===== src/rtl/modbus_rtu_rx_framer_if.sv =====
// Bus bundle between the UART receiver / frame consumer and the Modbus RTU
// receive framer.
//   rx_valid/rx_data/rx_err : byte strobe, byte, and error strobe from the UART
//   frame_valid/frame_len/crc_ok : the held frame and its CRC result
//   frame_ack              : consumer releases the held frame
//   rd_addr/rd_data        : buffer read port (1-cycle latency)
//   frame_drop/busy        : discard pulse, receive-in-progress level
// master = UART + consumer side, slave = the framer.
interface modbus_rtu_rx_framer_if #(
  parameter int unsigned ADDR_W = 8
);
  logic              rx_valid;
  logic [7:0]        rx_data;
  logic              rx_err;
  logic              frame_valid;
  logic [ADDR_W:0]   frame_len;
  logic              crc_ok;
  logic              frame_ack;
  logic [ADDR_W-1:0] rd_addr;
  logic [7:0]        rd_data;
  logic              frame_drop;
  logic              busy;

  modport master (
    output rx_valid, rx_data, rx_err, frame_ack, rd_addr,
    input  frame_valid, frame_len, crc_ok, rd_data, frame_drop, busy
  );

  modport slave (
    input  rx_valid, rx_data, rx_err, frame_ack, rd_addr,
    output frame_valid, frame_len, crc_ok, rd_data, frame_drop, busy
  );
endinterface


===== src/rtl/modbus_rtu_rx_framer.sv =====
// Modbus RTU receive framer. Delimits frames on the UART byte stream by
// inter-character silence (t1.5 ends the frame body, t3.5 ends the frame),
// buffers the bytes, runs CRC-16/Modbus over every stored byte and hands the
// finished frame to the consumer via frame_valid/frame_ack and a read port.
// Ports:
//   clk    : system clock
//   rst_n  : asynchronous active-low reset
//   bus    : slave side of modbus_rtu_rx_framer_if (see interface header)
module modbus_rtu_rx_framer #(
  parameter int unsigned T15_CYC = 85938,
  parameter int unsigned T35_CYC = 200521,
  parameter int unsigned ADDR_W  = 8
) (
  input  logic                   clk,
  input  logic                   rst_n,
  modbus_rtu_rx_framer_if.slave  bus
);

  localparam int unsigned MAX_LEN = 1 << ADDR_W;
  localparam int unsigned LW      = ADDR_W + 1;
  localparam int unsigned GW      = $clog2(T35_CYC + 1);

  localparam logic [GW-1:0] GAP_T15 = GW'(T15_CYC);
  localparam logic [GW-1:0] GAP_T35 = GW'(T35_CYC);
  localparam logic [LW-1:0] LEN_MAX = LW'(MAX_LEN);
  localparam logic [LW-1:0] LEN_MIN = LW'(4);

  localparam logic [2:0] ST_INIT   = 3'd0;
  localparam logic [2:0] ST_IDLE   = 3'd1;
  localparam logic [2:0] ST_RECV   = 3'd2;
  localparam logic [2:0] ST_WAIT35 = 3'd3;
  localparam logic [2:0] ST_DONE   = 3'd4;

  logic [2:0]        r_state;
  logic [GW-1:0]     r_gap;
  logic [LW-1:0]     r_len;
  logic [15:0]       r_crc;
  logic              r_err;
  logic              r_lost;
  logic              r_valid;
  logic              r_crc_ok;
  logic              r_drop;
  logic [LW-1:0]     r_frame_len;
  logic [7:0]        r_rd_data;
  logic [7:0]        r_buf [MAX_LEN];

  logic              w_event;
  logic              w_wr_en;
  logic [ADDR_W-1:0] w_wr_addr;
  logic [15:0]       w_crc_next;

  // One byte of CRC-16/Modbus (reflected 0xA001), unrolled into one cycle.
  function automatic logic [15:0] crc16_byte(input logic [15:0] crc_in,
                                             input logic [7:0]  data);
    logic [15:0] c;
    c = crc_in ^ {8'h00, data};
    for (int unsigned i = 0; i < 8; i++)
      c = c[0] ? ((c >> 1) ^ 16'hA001) : (c >> 1);
    return c;
  endfunction

  assign w_event    = bus.rx_valid | bus.rx_err;
  // First byte of a frame seeds from 0xFFFF instead of the stale register.
  assign w_crc_next = crc16_byte((r_state == ST_IDLE) ? 16'hFFFF : r_crc,
                                 bus.rx_data);

  always_comb begin
    w_wr_en   = 1'b0;
    w_wr_addr = r_len[ADDR_W-1:0];
    if (bus.rx_valid) begin
      if (r_state == ST_IDLE) begin
        w_wr_en   = 1'b1;
        w_wr_addr = '0;
      end else if (r_state == ST_RECV && r_len != LEN_MAX) begin
        w_wr_en   = 1'b1;
      end
    end
  end

  always_ff @(posedge clk) begin
    if (w_wr_en) r_buf[w_wr_addr] <= bus.rx_data;
  end

  always_ff @(posedge clk or negedge rst_n) begin
    if (!rst_n) begin
      r_state     <= ST_INIT;
      r_gap       <= '0;
      r_len       <= '0;
      r_crc       <= '0;
      r_err       <= 1'b0;
      r_lost      <= 1'b0;
      r_valid     <= 1'b0;
      r_crc_ok    <= 1'b0;
      r_drop      <= 1'b0;
      r_frame_len <= '0;
      r_rd_data   <= '0;
    end else begin
      r_drop    <= 1'b0;
      r_rd_data <= r_buf[bus.rd_addr];

      if (w_event)               r_gap <= '0;
      else if (r_gap != GAP_T35) r_gap <= r_gap + GW'(1);

      // Threshold checks are gated by !w_event: a byte landing on the
      // threshold cycle restarts the gap and wins over the transition.
      case (r_state)
        ST_INIT: begin
          if (!w_event && r_gap == GAP_T35) r_state <= ST_IDLE;
        end
        ST_IDLE: begin
          if (bus.rx_valid) begin
            r_len   <= LW'(1);
            r_crc   <= w_crc_next;
            r_err   <= 1'b0;
            r_state <= ST_RECV;
          end
        end
        ST_RECV: begin
          if (bus.rx_valid) begin
            if (r_len == LEN_MAX) begin
              r_err <= 1'b1;
            end else begin
              r_len <= r_len + LW'(1);
              r_crc <= w_crc_next;
            end
          end
          if (bus.rx_err) r_err <= 1'b1;
          if (!w_event && r_gap == GAP_T15) r_state <= ST_WAIT35;
        end
        ST_WAIT35: begin
          if (w_event) begin
            r_err <= 1'b1;
          end else if (r_gap == GAP_T35) begin
            if (!r_err && r_len >= LEN_MIN) begin
              r_frame_len <= r_len;
              r_crc_ok    <= (r_crc == 16'h0000);
              r_valid     <= 1'b1;
              r_lost      <= 1'b0;
              r_state     <= ST_DONE;
            end else begin
              r_drop  <= 1'b1;
              r_state <= ST_IDLE;
            end
          end
        end
        ST_DONE: begin
          if (w_event) r_lost <= 1'b1;
          if (bus.frame_ack) begin
            r_valid <= 1'b0;
            // A byte on the ack cycle itself also counts as lost.
            if (r_lost || w_event) begin
              r_drop  <= 1'b1;
              r_state <= ST_INIT;
            end else begin
              r_state <= ST_IDLE;
            end
          end
        end
        default: r_state <= ST_INIT;
      endcase
    end
  end

  assign bus.frame_valid = r_valid;
  assign bus.frame_len   = r_frame_len;
  assign bus.crc_ok      = r_crc_ok;
  assign bus.rd_data     = r_rd_data;
  assign bus.frame_drop  = r_drop;
  assign bus.busy        = (r_state == ST_RECV) || (r_state == ST_WAIT35);

endmodule


===== src/flat_wrapper.sv =====
// flat-port wrapper written by rule: the top's interface ports become plain ports
module modbus_rtu_rx_framer_flat 
#(
  parameter int unsigned T15_CYC = 85938,
  parameter int unsigned T35_CYC = 200521,
  parameter int unsigned ADDR_W  = 8
)
  (clk, rst_n, bus_rx_valid, bus_rx_data, bus_rx_err, bus_frame_ack, bus_rd_addr, bus_frame_valid, bus_frame_len, bus_crc_ok, bus_rd_data, bus_frame_drop, bus_busy);
  modbus_rtu_rx_framer_if #(.ADDR_W(ADDR_W)) bus_i ();
  input  logic clk;
  input  logic rst_n;
  input wire logic [$bits(bus_i.rx_valid)-1:0] bus_rx_valid;
  input wire logic [$bits(bus_i.rx_data)-1:0] bus_rx_data;
  input wire logic [$bits(bus_i.rx_err)-1:0] bus_rx_err;
  input wire logic [$bits(bus_i.frame_ack)-1:0] bus_frame_ack;
  input wire logic [$bits(bus_i.rd_addr)-1:0] bus_rd_addr;
  output wire logic [$bits(bus_i.frame_valid)-1:0] bus_frame_valid;
  output wire logic [$bits(bus_i.frame_len)-1:0] bus_frame_len;
  output wire logic [$bits(bus_i.crc_ok)-1:0] bus_crc_ok;
  output wire logic [$bits(bus_i.rd_data)-1:0] bus_rd_data;
  output wire logic [$bits(bus_i.frame_drop)-1:0] bus_frame_drop;
  output wire logic [$bits(bus_i.busy)-1:0] bus_busy;
  assign bus_i.rx_valid = bus_rx_valid;
  assign bus_i.rx_data = bus_rx_data;
  assign bus_i.rx_err = bus_rx_err;
  assign bus_i.frame_ack = bus_frame_ack;
  assign bus_i.rd_addr = bus_rd_addr;
  assign bus_frame_valid = bus_i.frame_valid;
  assign bus_frame_len = bus_i.frame_len;
  assign bus_crc_ok = bus_i.crc_ok;
  assign bus_rd_data = bus_i.rd_data;
  assign bus_frame_drop = bus_i.frame_drop;
  assign bus_busy = bus_i.busy;
  modbus_rtu_rx_framer #(.T15_CYC(T15_CYC), .T35_CYC(T35_CYC), .ADDR_W(ADDR_W)) u_core (.clk(clk), .rst_n(rst_n), .bus(bus_i));
endmodule

===== config.mk =====
export PLATFORM = sky130hd
export DESIGN_NAME = modbus_rtu_rx_framer_flat
export DESIGN_NICKNAME = d
export VERILOG_FILES = /design/src/rtl/modbus_rtu_rx_framer_if.sv /design/src/rtl/modbus_rtu_rx_framer.sv /design/src/flat_wrapper.sv
export SDC_FILE = /design/constraint.sdc
export NUM_CORES = 2
export LEC_CHECK = 0
export CELL_PAD_IN_SITES_DETAIL_PLACEMENT = 1
export CELL_PAD_IN_SITES_GLOBAL_PLACEMENT = 2
export CORE_MARGIN = 8
export CORE_UTILIZATION = 50
export CTS_CLUSTER_SIZE = 16
export DETAILED_ROUTE_END_ITERATION = 10
export PLACE_DENSITY_LB_ADDON = 0.1
export SETUP_SLACK_MARGIN = 0.1
export SLEW_MARGIN = 10
export SYNTH_ARGS = -nofsm -noshare
export SYNTH_HDL_FRONTEND = slang
export SYNTH_SLANG_ARGS = --single-unit

===== constraint.sdc =====
create_clock -name clk -period 3.7 [get_ports clk]
set_input_delay 0.74 -clock clk [delete_from_list [all_inputs] [get_ports clk]]
set_output_delay 0.74 -clock clk [all_outputs]
set_load 0.02 [all_outputs]

[Yosys cells after proc, flatten, opt, wreduce, memory -nomap -nowiden]
Memories as Yosys holds them, arrays and structs flattened. A register that Yosys moved wholly into a read port is not among the register bits.
Index checks and enable logic that the tools add are counted.
Storage, ports and cells
  logic and storage cells: 124
  input bits: 21
  bits in registers: 60
  memories: 1
  RAM bits: 2048
Memories
  u_core.r_buf: depth 256, bits a word 8, read ports 1, clocked after memory_dff 1, write ports 1, line modbus_rtu_rx_framer.sv:45  | logic [7:0] r_buf [MAX_LEN];
Operators by class
  $add $sub $neg: 2
  bitwise logic cells: 11
  equality and inequality tests: 22
  $lt $le $gt $ge: 1
  mux-type cells: 56
  reductions and logical operators: 21
Operators with widths (count)
  two-way mux 16 bit: 12
  two-way mux 18 bit: 2
  one-hot mux 16 bit (2 select lines): 1
  two-way mux 9 bit: 3
  inverter 2 -> 3 bit: 8
  two-way mux 1 bit: 23
  two-way mux 3 bit: 7
  adder 18 x 1 -> 18 bit (second input constant): 1
  == test 18 x 17 -> 1 bit (second input constant): 1
  == test 18 bit (second input constant): 1
  != test 18 bit (second input constant): 1
  one-hot mux 9 bit (2 select lines): 1
  zero test 16 bit: 1
  two-way mux 8 bit: 2
  bitwise XOR 16 x 8 -> 16 bit: 1
  one-hot mux 3 bit (5 select lines): 1
  AND reduction 5 bit: 3
  != test 2 x 1 -> 1 bit (second input constant): 6
  != test 2 bit (second input constant): 5
  adder 9 x 1 -> 9 bit (second input constant): 1
  == test 9 bit (second input constant): 1
  greater-or-equal comparator 9 x 3 -> 1 bit (second input constant): 1
  != test 9 bit (second input constant): 1
  AND reduction 4 bit: 2
  other kinds (16): 27

[Logic depth before layout (Yosys ltp)]
  word-level depth: 22
  depth in mapped cells: 11
  depth with buffers taken out: 9

[Least setup slack after synthesis]
No wires, ideal clock.
  path kind: reg2reg
  start: reg u_core.r_len[1]
  end: mem u_core.r_buf[214][0] (enable)
  cell stages (with the launch flop): 10
  setup time: 0.383 ns
  slack: 0.630 ns
  arrival time: 2.687 ns
  clock period less this slack: 3.070 ns
  required time: 3.317 ns
  cells stage by stage: dfrtp_1 > clkbuf_1 > inv_1 > ha_1 > and2_1 > a311oi_4 > nor2_2 > or2_1 > clkbuf_1 > nor3_1
On the way
  word-level cells in the longest chain between the ends: 7
  elaborated cells between the ends (all ways): 9
  those cells by class: eq/ne: 1; mux: 7; reduce/logical: 1
Ends and longest elaborated chain
  start, declared: line modbus_rtu_rx_framer.sv:36  | logic [LW-1:0] r_len;
  start signal, assigned: line modbus_rtu_rx_framer.sv:123  | r_len <= r_len + LW'(1);
  != test 9 bit: line modbus_rtu_rx_framer.sv:74  | end else if (r_state == ST_RECV && r_len != LEN_MAX) begin
  logical AND 1 bit: line modbus_rtu_rx_framer.sv:74
  two-way mux 1 bit: line modbus_rtu_rx_framer.sv:74
  two-way mux 1 bit: line modbus_rtu_rx_framer.sv:71  | if (r_state == ST_IDLE) begin
  two-way mux 1 bit: line modbus_rtu_rx_framer.sv:70  | if (bus.rx_valid) begin
  two-way mux 1 bit: line modbus_rtu_rx_framer.sv:81  | if (w_wr_en) r_buf[w_wr_addr] <= bus.rx_data;
  two-way mux 1 bit (not written as such): line modbus_rtu_rx_framer.sv:81
  end, declared: line modbus_rtu_rx_framer.sv:45
Parallel ways exist; a longest one is shown, timed or not.

==> flow_summary_export.csv <==
group,metric,value,unit
floorplanning,start_util,50.1,%
floorplanning,io_pins,42,
power_and_ir_drop,p_total,0.0519,W
setup_path,required,4.44,ns
setup_path,path_class,"input port to flip-flop",
logic_synthesis,synthArstFlopShare,3.21,%
floorplanning,core_area,0.166,sq mm
placed_design,io_buffer_count,41,
setup_path,crit_fanout,36,
setup_path,critPathArrivalTime,4.15,ns
clock_network,cts.clk_slew.worst_paths,0.06,ns
global_routing,grt_overflow,0,
setup_path,worstSetupStartpointType,"input port",
logic_synthesis,synth_xor_area_share,0.528,%
logic_synthesis,yosysUniqueCellTypes,70,
logic_synthesis,synth_mux_area_share,15.1,%
route,via_per_inst,6.13,
logic_synthesis,ys_seq_area_share,75.8,%
setup_path,cp_common_cell,"buf_12",
timing,slew_violations,0,
logic_synthesis,synthCells,4099,
timing,final-hold-violation-count,0,
placed_design,place_area,0.0898,sq mm
floorplanning,rows,150,
clock_network,tritoncts,"built",
power_and_ir_drop,peakVddDrop,0.000593,V
logic_synthesis,synthFlopType,"edfxtp_1",
route,vias,43040,
setup_path,crit_slowest_cell,"o311ai_0",
clock_network,post_cts_buffers,0,
logic_synthesis,synth_top_area_share,73.7,%
logic_synthesis,synth_top_family_by_area,"multiplexers",
logic_synthesis,synth_enable_flop_cells,2048,
floorplanning,die_h,424,um
clock_network,cts_resized,0,
global_routing,grt_pass1_wl,329000,um
power_and_ir_drop,p_per_area,537,mW/mm^2
floorplanning,die_w,424,um
route,wl_per_cell,32.6,um
timing,clock.fmax,0.293,GHz
cells_and_area,drive_above_1_share,27.3,%
global_routing,antenna_found_initial,12,
timing,slew_headroom,9.39,%
clock_network,cts_sinks,2116,
cells_and_area,final_area,0.0967,sq mm
timing,whs,0.0223,ns
clock_network,cts-root-buf,"clkbuf_16",
timing,fin_skew,0.0231,ns
global_routing,grt_pass1_vias,44777,
setup_path,critical_path.cell_chain,"buf_8, buf_12, buf_12, buf_12, buf_4, mux2i_1, o221ai_1, o22ai_1, o311ai_0, a221oi_1, buf_4, nor4_1",
floorplanning,dieArea,0.180,sq mm
logic_synthesis,synth_area,0.0834,sq mm
clock_network,ctsHoldBuffers,0,
setup_path,crit_path_end_kind,"flip-flop",
logic_synthesis,yosys.area_share.adder,0.0750,%
setup_path,max_stage_delay,1.03,ns
route,drt_iter0_drc,4344,
global_routing,grt_max_degree,168,
placed_design,dpl.hpwl,148000,um
clock_network,htreeDepth,4,
timing,tns,0,ns
logic_synthesis,synth_top_area_cell,"edfxtp_1",
logic_synthesis,yosys.area_share.simple,3.28,%
logic_synthesis,synth_nets,4125,
timing,worst_pin_slew,1.34,ns
route,drc,0,
route,wirelength,229000,um
logic_synthesis,synth_compound_area_share,3.13,%
clock_network,cts_buffers,211,
outcome,status,"completed",
run,maxCapViolations,0,
cells_and_area,area_growth,15.9,%
route,first_pass_iters,5,
logic_synthesis,synthTopCellsByArea,"edfxtp_1 74%, mux4_2 11%, mux2i_1 3.1%",
timing,fin_crit_sh,92.2,%
logic_synthesis,ys_ff_latch,2116,
route,antenna_left,0,
clock_network,clk_latency,0.84,ns
min_path,hold_class,"input port to asynchronous set/reset pin",
power_and_ir_drop,cellLeakagePower,31.7,nW
logic_synthesis,yosysWarnings,0,
placed_design,place_congestion,0.817,
logic_synthesis,syn_area_per_cell,20.4,sq um
timing,fin_crit,3.41,ns
clock_network,clk_path_buf_depth,3,
timing,grt_setup_unrepaired,"no",
timing,setup_viol,0,
cells_and_area,nets,4655,
global_routing,globalRouteTotalUtil,25.3,%
per-stage QoR:
step	util, %	setup slack, ns	instances
floorplan	-	0.630	4099
global placement	53.9	-0.630	6619
detailed placement	53.9	-0.462	6620
CTS	58.1	0.324	7015
global route	58.1	0.135	7015
finish	58.1	0.288	7018
cells in the mapped netlist, types with 22 or more instances:
| library cell | n |
|---|---|
| edfxtp_1 | 2048 |
| mux4_2 | 424 |
| nor2_1 | 313 |
| mux2i_1 | 258 |
| nand2_1 | 107 |
| o221ai_1 | 101 |
| clkbuf_1 | 95 |
| a21oi_1 | 78 |
| dfrtp_1 | 68 |
| o22ai_1 | 59 |
| buf_2 | 58 |
| nor3_1 | 56 |
| nand3_1 | 36 |
| buf_6 | 32 |
| xnor2_1 | 30 |
| nor4_1 | 23 |
| a211oi_1 | 22 |
power by group:
part           leakage (nW)  switching, W  internal, W  total, W
combinational          9.08       0.00241      0.00150   0.00391
clock                  3.35       0.00905       0.0123    0.0214
sequential             19.3      0.000157       0.0264    0.0266
total                  31.7        0.0116       0.0402    0.0519
per-layer routing:
layer	part of all wire, %	global-route usage [%]
met5	0.0092	0
met4	2.5	6.66
met3	5.4	3.55
met2	49	41.9
met1	43	35.7
sequential cells by signal (all words and copies together) (netlist names):
name / count
u_core.bus.frame_len: 9
u_core.r_state: 3
u_core.bus.rd_data: 8
u_core.r_len: 9
u_core.bus.frame_valid: 1
u_core.r_buf: 2048
u_core.bus.crc_ok: 1
u_core.r_crc: 16
u_core.r_gap: 18
u_core.bus.frame_drop: 1
u_core.r_err: 1
u_core.r_lost: 1
cells by family (layout without fill, tap and decap cells):
family | count (synthesis) | after routing
compound gates | 358 | 358
other cells | 0 | 3
mux | 706 | 706
fa+ha+maj | 5 | 5
buf+inv | 260 | 972
xor+xnor | 47 | 47
flops | 2116 | 2116
simple gates | 607 | 607
placed cells by master (no fill, tap or decap), types with 22 or more instances in the layout:
cell,instances
edfxtp_1,2048
buf_4,458
mux4_2,424
nor2_1,307
mux2i_1,258
clkbuf_16,214
nand2_1,104
o221ai_1,101
a21oi_1,78
dfrtp_1,68
buf_12,64
o22ai_1,59
clkinv_1,59
nor3_1,56
clkbuf_1,38
clkinv_2,35
nand3_1,30
xnor2_1,30
clkdlybuf4s50_1,28
bufinv_16,24
nor4_1,23
a211oi_1,22
final cells by class:
type,instances,area (sq um)
sequential,2116,63200
inverter,16,66.3
clock inverter,140,1360
timing repair buffer,561,5160
multi-input combinational,1723,18600
tap,2204,2760
antenna,3,7.51
fill,14244,69800
clock buffer,255,5540
worst max-delay path: cells and delay by family:
family / cells / cell delay [ns]
compound gates: 4 / 1.75
buf+inv: 6 / 1.28
simple gates: 1 / 0.21
mux: 1 / 0.08
final timing paths:
kind | from | to | slack (ns) | cells after the start
max | bus_rd_addr[0] | u_core.bus.rd_data[4]$_DFF_PN0_ | 0.29 | 12
min reg2reg | u_core.bus.frame_len[2]$_DFFE_PN0P_ | u_core.bus.frame_len[2]$_DFFE_PN0P_ | 0.51 | 1
max in group asynchronous | rst_n | u_core.bus.frame_len[7]$_DFFE_PN0P_ | 2.91 | 2
min in group clk | bus_rx_data[2] | u_core.r_buf[42][2]$_DFFE_PP_ | 0.20 | 1
min | rst_n | u_core.r_gap[7]$_DFFE_PN0N_ | 0.02 | 1
max reg2reg | u_core.r_len[6]$_DFFE_PN0P_ | u_core.r_buf[68][7]$_DFFE_PP_ | 0.33 | 9
No activity file was read; power rests on OpenSTA's default activity.
